**src/rtl/in_cond_pkg.sv**
```systemverilog
// Shared types and defaults for input conditioning blocks.
// Used by the debouncer feeding the sequence detector.
package in_cond_pkg;

  typedef enum logic [1:0] {
    S_LOW     = 2'b00,
    S_WAIT_HI = 2'b01,
    S_HIGH    = 2'b10,
    S_WAIT_LO = 2'b11
  } deb_state_t;

  localparam int DEB_DEFAULT_CYCLES = 4;

endpackage

```
**src/rtl/sync2ff.sv**
```systemverilog
// Two-flop synchroniser for one asynchronous pin.
// Resets to 0; reusable for any level input.
module sync2ff (
  input  logic clk,
  input  logic rst_n,
  input  logic i_d,
  output logic o_q
);

  logic r_meta;
  logic r_q;

  // Shift the raw pin through two flops.
  always_ff @(posedge clk or negedge rst_n) begin
    if (!rst_n) begin
      r_meta <= 1'b0;
      r_q    <= 1'b0;
    end else begin
      r_meta <= i_d;
      r_q    <= r_meta;
    end
  end

  assign o_q = r_q;

endmodule

```
**src/rtl/in_debounce.sv**
```systemverilog
// Synchronise and debounce a raw input into a clean level.
// Adds rise/fall pulses and a saturating glitch count.
module in_debounce
  import in_cond_pkg::*;
#(
  parameter int DEBOUNCE_CYCLES = DEB_DEFAULT_CYCLES,
  parameter int CNT_W           = 8,
  parameter int GLITCH_W        = 8
) (
  input  logic                clk,
  input  logic                reset,
  input  logic                raw_in,
  input  logic                glitch_clr,
  output logic                level,
  output logic                rise,
  output logic                fall,
  output logic [GLITCH_W-1:0] glitch_cnt
);

  localparam logic [CNT_W-1:0] HOLD_MAX =
    CNT_W'(DEBOUNCE_CYCLES);
  localparam logic [CNT_W-1:0] HOLD_ONE =
    CNT_W'(1);
  localparam logic [GLITCH_W-1:0] G_ONE =
    GLITCH_W'(1);

  logic w_sync2;

  deb_state_t         r_state;
  deb_state_t         w_state_nxt;
  logic [CNT_W-1:0]   r_hold;
  logic [CNT_W-1:0]   w_hold_nxt;
  logic               r_level;
  logic               w_level_nxt;
  logic               r_rise;
  logic               w_rise_nxt;
  logic               r_fall;
  logic               w_fall_nxt;
  logic               w_glitch_ev;
  logic [GLITCH_W-1:0] r_glitch;
  logic [GLITCH_W-1:0] w_glitch_nxt;

  sync2ff u_sync (
    .clk   (clk),
    .rst_n (reset),
    .i_d   (raw_in),
    .o_q   (w_sync2)
  );

  // Debounce FSM: next state, hold count and output pulses.
  always_comb begin
    w_state_nxt = r_state;
    w_hold_nxt  = r_hold;
    w_level_nxt = r_level;
    w_rise_nxt  = 1'b0;
    w_fall_nxt  = 1'b0;
    w_glitch_ev = 1'b0;
    unique case (r_state)
      S_LOW: begin
        if (w_sync2) begin
          w_state_nxt = S_WAIT_HI;
          w_hold_nxt  = HOLD_ONE;
        end
      end
      S_WAIT_HI: begin
        if (!w_sync2) begin
          w_state_nxt = S_LOW;
          w_hold_nxt  = '0;
          w_glitch_ev = 1'b1;
        end else if (r_hold == HOLD_MAX) begin
          w_state_nxt = S_HIGH;
          w_hold_nxt  = '0;
          w_level_nxt = 1'b1;
          w_rise_nxt  = 1'b1;
        end else begin
          w_hold_nxt  = r_hold + HOLD_ONE;
        end
      end
      S_HIGH: begin
        if (!w_sync2) begin
          w_state_nxt = S_WAIT_LO;
          w_hold_nxt  = HOLD_ONE;
        end
      end
      S_WAIT_LO: begin
        if (w_sync2) begin
          w_state_nxt = S_HIGH;
          w_hold_nxt  = '0;
          w_glitch_ev = 1'b1;
        end else if (r_hold == HOLD_MAX) begin
          w_state_nxt = S_LOW;
          w_hold_nxt  = '0;
          w_level_nxt = 1'b0;
          w_fall_nxt  = 1'b1;
        end else begin
          w_hold_nxt  = r_hold + HOLD_ONE;
        end
      end
      default: begin
        w_state_nxt = S_LOW;
        w_hold_nxt  = '0;
        w_level_nxt = 1'b0;
      end
    endcase
  end

  // Glitch counter: clear wins, otherwise saturating increment.
  always_comb begin
    w_glitch_nxt = r_glitch;
    if (glitch_clr) begin
      w_glitch_nxt = '0;
    end else if (w_glitch_ev && (r_glitch != '1)) begin
      w_glitch_nxt = r_glitch + G_ONE;
    end
  end

  // Register FSM state, counters and outputs.
  always_ff @(posedge clk or negedge reset) begin
    if (!reset) begin
      r_state  <= S_LOW;
      r_hold   <= '0;
      r_level  <= 1'b0;
      r_rise   <= 1'b0;
      r_fall   <= 1'b0;
      r_glitch <= '0;
    end else begin
      r_state  <= w_state_nxt;
      r_hold   <= w_hold_nxt;
      r_level  <= w_level_nxt;
      r_rise   <= w_rise_nxt;
      r_fall   <= w_fall_nxt;
      r_glitch <= w_glitch_nxt;
    end
  end

  assign level      = r_level;
  assign rise       = r_rise;
  assign fall       = r_fall;
  assign glitch_cnt = r_glitch;

endmodule

```
**config.mk**
```make
export PLATFORM = sky130hd
export DESIGN_NAME = in_debounce
export DESIGN_NICKNAME = d
export VERILOG_FILES = /design/src/rtl/in_cond_pkg.sv /design/src/rtl/sync2ff.sv /design/src/rtl/in_debounce.sv
export SDC_FILE = /design/constraint.sdc
export NUM_CORES = 1
export LEC_CHECK = 0
export CAP_MARGIN = 20
export CORE_MARGIN = 3
export CORE_UTILIZATION = 60
export CTS_CLUSTER_SIZE = 30
export DETAILED_ROUTE_END_ITERATION = 6
export DONT_BUFFER_PORTS = 1
export GPL_TIMING_DRIVEN = 0
export PLACE_DENSITY = 0.73
export SYNTH_ARGS = -nofsm -noshare
export SYNTH_HDL_FRONTEND = slang
export SYNTH_SLANG_ARGS = --single-unit
export TNS_END_PERCENT = 100
```
**constraint.sdc**
```tcl
create_clock -name clk -period 2.3 [get_ports clk]
set_input_delay 0.23 -clock clk [delete_from_list [all_inputs] [get_ports clk]]
set_output_delay 0.23 -clock clk [all_outputs]
set_load 0.005 [all_outputs]
```
==> results of run 1 <==
-- cells in the final DEF (no fill, tap or decap), types with 3 or more instances in the layout --
| cell | count |
|---|---|
| nor2_1 | 13 |
| inv_1 | 7 |
| and3_1 | 3 |
| ha_1 | 3 |
| o21ai_0 | 5 |
| nand3_1 | 3 |
| a21oi_1 | 6 |
| dfrtp_1 | 23 |
| xor2_1 | 6 |
| clkbuf_4 | 5 |
| o211ai_1 | 4 |
-- synthesized netlist by cell type (all sizes together) (2+ instances only) --
| cell | number |
|---|---|
| inv | 7 |
| clkbuf | 3 |
| dfrtp | 23 |
| nand3 | 3 |
| xnor2 | 2 |
| xor2 | 7 |
| nand4 | 2 |
| o211ai | 4 |
| ha | 3 |
| or4 | 2 |
| and4 | 2 |
| and3 | 4 |
| o2111ai | 2 |
| a21oi | 6 |
| or3 | 2 |
| nor2 | 13 |
| nand2 | 2 |
| nor4 | 2 |
| o21ai | 5 |
-- cell type report --
type | instances | area (um^2) | share of cell area
plain buffers | 3 | 18.77 | 0.01542
repair buffers | 3 | 31.28 | 0.02569
flip-flops and latches | 23 | 575.6 | 0.4728
well taps | 25 | 31.28 | 0.02569
inverters | 7 | 26.28 | 0.02158
clock buffers | 4 | 26.28 | 0.02158
multi-input cells | 74 | 508.0 | 0.4173
-- sequential cells by signal, summed over array words and instances (netlist names), named ones only --
name / cells
rise: 1
glitch_cnt: 8
fall: 1
u_sync.r_meta: 1
u_sync.o_q: 1
r_state: 1
r_hold: 8
level: 1
-- metal layers --
layer  global-route usage  routed length, um
met1               0.2331                925
met2               0.3036                961
met3              0.04587                 96
met4               0.1060                 42
met5                    0                  0
-- per-stage QoR --
stage	instances	hold WS (ns)	worst slack, ns
detailed placement	132	-0.06511	0.5114
CTS	138	0.1478	0.4598
global placement	132	-0.06513	0.5323
floorplan	107	-0.06559	0.6014
finish	139	0.1531	0.4452
global route	139	0.1445	0.2985
-- worst min-delay path by stage --
stage | startpoint | end | slack [ns] | cells after the start
after global placement | reset | r_hold[5] | -0.07 | 0
after detailed placement | reset | r_hold[5] | -0.07 | 0
after CTS | glitch_clr | glitch_cnt[4] | 0.15 | 2
after floorplan | reset | asynchronous set/reset pin | -0.07 | 0
after global routing | glitch_clr | glitch_cnt[7] | 0.14 | 2
final | glitch_clr | glitch_cnt[4] | 0.15 | 2
-- kinds of logic (layout without fill, tap and decap cells) --
kind of cell | count (synthesis) | in the layout | share of synthesized area
AND/OR/NAND/NOR | 35 | 35 | 0.1718
AO/OA/AOI/OAI | 26 | 26 | 0.1597
flip-flops | 23 | 23 | 0.5100
buffers and inverters | 10 | 17 | 0.03991
XOR/XNOR | 9 | 9 | 0.07650
adder cells (fa/ha/maj) | 3 | 3 | 0.03326
multiplexers | 1 | 1 | 0.008870
-- worst max-delay path, stage by stage (launching register included) --
cell and delay [ns]:
dfrtp_1 0.46, xnor2_1 0.43, nand4_1 0.29, or4_1 0.47
a21oi_1 0.15
-- what timing repair did --
item                      CTS  global route
hold endpoints to repair   24             0
hold buffers                2             0
gates resized for setup     0             0
-- power by group through the flow --
stage / Sequential [uW] / Clock (uW) / Combinational [uW]
final: 522 / 185 / 295
after global routing: 529 / 206 / 339
after CTS: 521 / 189 / 293
after floorplan: 515 / 0 / 223
after detailed placement: 530 / 0 / 280
after global placement: 528 / 0 / 273
==> impl_metrics.csv, run 1 <==
group,metric,value,unit
grt,grt_first_pass_wirelength,3505,um
clock_network,clkTransAtPathRegs,0.11,ns
route,drc_errors,0,
finish,drive_gt1_frac,0.1053,
sta,worst_pin_slew,0.4803,ns
finish,fill_cells,135,
power_and_ir_drop,powerDensity,822.2,nW/um^2
yosys,ys.flop_type,"dfrtp_1",
critical_path,rrSetupSlack,0.45,ns
die,die_area,2437,um^2
hold_path,hp-class,"in -> reg",
yosys,seq_area_frac_synth,0.5100,
power_and_ir_drop,leakage,0.0005370,uW
clock_network,clock_sinks,23,
power_and_ir_drop,pwr-share-comb,0.294,
route,drt_wl_total,2026,um
power_and_ir_drop,clock_power_share,0.184,
flow_run,max_cap_violations,0,
sta,report.final.slew_viol_count,0,
power_and_ir_drop,p_switching,368.8,uW
critical_path,r2r_end,"glitch_cnt[7]",
sta,fin_skew,0.002264,ns
sta,rsz0062_at_grt,"no",
yosys,netlist_instances,107,
placement,dp.final_hpwl,1443,um
die,core,1745,um^2
clock_network,tritoncts,"yes",
critical_path,endpoint_kind,"register",
finish,area_growth,7.872,%
die,die_height,49.37,um
critical_path,worstPathArrival,2.10,ns
route,vias_per_cell,5.849,
yosys,synth_top_area_cell,"dfrtp_1",
placement,placed_cell_area,1160,um^2
critical_path,required,2.55,ns
route,drtIter0Drc,8,
finish,fin_nets,122,
power_and_ir_drop,seq_power_share,0.521,
yosys,syn-cell-area,1129,um^2
sta,maxSlewHeadroom,0.6769,
yosys,synthesis.nets,114,
sta,clock.fmax,0.5391,GHz
grt,grt_max_degree,24,
finish,antenna_cells,0,
grt,grt.overflow.total,0,
sta,min_period,1.855,ns
power_and_ir_drop,ir_drop,527.6,uV
route,drt_first_pass_iters,4,
critical_path,reg2reg_from,"u_sync.o_q",
yosys,ys_types,36,
die,rows,15,
sta,hold_viol_final,0,
yosys,synthArstFlopShare,1.000,
clock_network,cts_htree_levels,1,
sta,setup_tns,0,ns
critical_path,critPathKind,"reg -> reg",
yosys,ys_seq_elements,23,
grt,grt_pass1_vias,831,
run_status,outcome,"finished clean",
clock_network,worstSkewPairLatency,0.31,ns
clock_network,numCtsBuffers,3,
sta,finalCritPeriodShare,0.8064,
route,via_count,813,
power_and_ir_drop,finalPower,1001,uW
critical_path,cp-endpoint,"glitch_cnt[7]",
route,wire_per_inst,14.58,um
placement,port_buffers,0,
critical_path,startpoint,"u_sync.o_q",
placement,gp_congestion,0.8645,
finish,fin_util,0.6975,
die,io_pins,15,
sta,setup_violations,0,
yosys,synthDominantCellAreaShare,0.5100,
critical_path,worstPathMaxFanout,5,
critical_path,crit_path_start_kind,"register",
yosys,ys_warn_count,0,
yosys,avgSynthCellArea,10.55,um^2
power_and_ir_drop,p_int,632.1,uW
die,die_x,49.37,um
route,detail-route-antenna-nets,0,
clock_network,root_buffer,"clkbuf_4",
die,start_util,0.6466,
yosys,synth_edf_count,0,
finish,fin_area,1217,um^2
clock_network,post-cts-setup-buffers,0,
grt,antenna_found_initial,0,
power_and_ir_drop,switching_share,0.3685,
yosys,yosys-top-cells-area,"dfrtp_1 51%, xor2_1 4.7%, nor2_1 4.3%, ha_1 3.3%, a21oi_1 2.7%",
critical_path,reg2reg_depth,4,
clock_network,clk_path_buf_depth,2,
grt,track_usage,0.1895,
No activity file was read; power rests on OpenSTA's default activity.
==> run 2: changes to the inputs <==
- CORE_ASPECT_RATIO: unset -> 1.5
- CORE_UTILIZATION: 60 -> 54
- PLACE_DENSITY: 0.73 -> 0.69
- clock period: 2.3 -> 1.51 ns (I/O delays scaled with it)
==> impl_metrics.csv, run 2 (synthesis results as in run 1) <==
group,metric,value,unit
hold_path,hp-class,"in -> reg",
finish,instances_no_fill,146,
power_and_ir_drop,ir_drop,704.5,uV
route,wire_per_inst,18.77,um
clock_network,clk_path_buf_depth,2,
placement,placed_cells,128,
finish,antenna_cells,0,
run_status,outcome,"finished with violations",
die,rows,19,
die,die_area,2686,um^2
grt,grt-busiest-layer,"met2",
grt,grt_max_degree,24,
power_and_ir_drop,seq_power_share,0.466,
sta,hold_ws,0.06333,ns
sta,fin_skew,0.008080,ns
sta,finalCritPeriodShare,1.155,
critical_path,worstPathArrival,1.97,ns
sta,setup_violations,6,
placement,dp.final_hpwl,1573,um
placement,port_buffers,0,
clock_network,clkTransAtPathRegs,0.13,ns
finish,fin_nets,133,
power_and_ir_drop,p_switching,710.6,uW
die,die_x,43.33,um
route,drt_first_pass_iters,4,
route,drt_wl_total,2741,um
critical_path,reg2reg_depth,7,
power_and_ir_drop,leakage,0.0006060,uW
placement,gp_congestion,0.7668,
route,detail-route-antenna-nets,0,
die,start_util,0.5934,
finish,drive_gt1_frac,0.4080,
critical_path,endpoint_kind,"register",
power_and_ir_drop,switching_share,0.3974,
power_and_ir_drop,p_int,1078,uW
grt,gr-usage-met1,0.2159,
critical_path,critPathKind,"reg -> reg",
grt,grt_util_met3,0.02017,
finish,fin_area,1455,um^2
finish,layout_common_cells,"17 x dfrtp_1, 10 x buf_4, 8 x nor2_1",
sta,maxSlewHeadroom,0.3314,
grt,grt.met2_usage,0.4207,
power_and_ir_drop,finalPower,1788,uW
critical_path,crit_path_start_kind,"register",
clock_network,tritoncts,"yes",
route,via_count,920,
run_status,violations,"setup timing",
sta,finalWorstSetupSlack,-0.2334,ns
critical_path,cp-endpoint,"glitch_cnt[5]",
critical_path,startpoint,"glitch_cnt[0]",
die,core,1902,um^2
grt,grt.overflow.total,0,
grt,antenna_found_initial,0,
critical_path,r2r_end,"glitch_cnt[5]",
die,io_pins,15,
power_and_ir_drop,clock_power_share,0.160,
sta,report.final.slew_viol_count,0,
die,die_height,61.99,um
finish,mostFrequentLayoutCell,"dfrtp_1",
grt,track_usage,0.2092,
sta,min_period,1.743,ns
finish,fill_cells,134,
placement,pre_cts_ws,-0.3286,ns
grt,grt_first_pass_wirelength,4146,um
clock_network,root_buffer,"clkbuf_4",
grt,grt_pass1_vias,956,
clock_network,worstSkewPairLatency,0.32,ns
power_and_ir_drop,powerDensity,1229,nW/um^2
clock_network,numCtsBuffers,3,
clock_network,cts_htree_levels,1,
critical_path,worstPathMaxFanout,5,
power_and_ir_drop,pwr-share-comb,0.374,
route,vias_per_cell,6.301,
critical_path,reg2reg_from,"glitch_cnt[0]",
clock_network,clock_sinks,23,
flow_run,max_cap_violations,0,
sta,rsz0062_at_grt,"yes",
route,drtIter0Drc,15,
placement,placed_cell_area,1157,um^2
finish,area_growth,28.94,%
sta,hold_viol_final,0,
sta,worst_pin_slew,0.9996,ns
critical_path,required,1.73,ns
critical_path,rrSetupSlack,-0.23,ns
route,drc_errors,0,
sta,clock.fmax,0.5736,GHz
-- run 2: repair_timing --
action / 4_1_cts / 5_1_grt
resized for setup: 15 / 24
endpoints found under the setup margin: 16 / 16
hold endpoints to repair: 24 / 0
setup buffers: 12 / 2
cloned: 0 / 0
hold buffers: 2 / 0
pin swaps: 13 / 12
-- run 2: cell type report --
cell class	count	area, um^2	share of cell area
Buffer	2	15.01	0.01032
Clock buffer	3	22.52	0.01548
Clock inverter	1	5.005	0.003439
Inverter	7	28.78	0.01978
Multi-Input combinational cell	74	645.6	0.4437
Sequential cell	23	583.1	0.4007
Tap cell	21	26.28	0.01806
Timing Repair Buffer	15	128.9	0.08856
-- run 2: how the worst min path moves through the flow --
stage	endpoint	depth (start not counted)	from	slack [ns]
after global placement	glitch_cnt[2]	0	reset	-0.14
after detailed placement	glitch_cnt[2]	0	reset	-0.14
after floorplan	asynchronous set/reset pin	0	reset	-0.14
after CTS	glitch_cnt[4]	2	glitch_clr	0.08
final	glitch_cnt[6]	2	glitch_clr	0.06
after global routing	glitch_cnt[6]	2	glitch_clr	0.07
-- run 2: metal layers --
| metal | up-vias | routed length [um] |
|---|---|---|
| met3 | 6 | 72 |
| met1 | 468 | 1037 |
| li1 | 429 | - |
| met5 | - | 0 |
| met2 | 17 | 1578 |
| met4 | 0 | 52 |
-- run 2: critical path, cell delays in order, from the launching register on --
cell	delay (ns)
dfrtp_2	0.49
ha_4	0.19
buf_6	0.12
inv_4	0.04
o211ai_1	0.15
buf_4	0.19
o31a_1	0.27
o21ba_2	0.21
-- run 2: power groups by stage --
stage	sequential [uW]	combinational [uW]	clock, uW
floorplan	785	342	0
global placement	809	412	0
detailed placement	811	437	0
CTS	814	539	286
global route	849	727	308
finish	833	669	287
-- run 2: per-stage QoR --
| stage | util | TNS, ns |
|---|---|---|
| detailed placement | 0.6086 | -2.378 |
| global placement | 0.6086 | -1.518 |
| global route | 0.7651 | -1.469 |
| floorplan | - | -0.2350 |
| finish | 0.7651 | -0.9732 |
| CTS | 0.7171 | -1.238 |
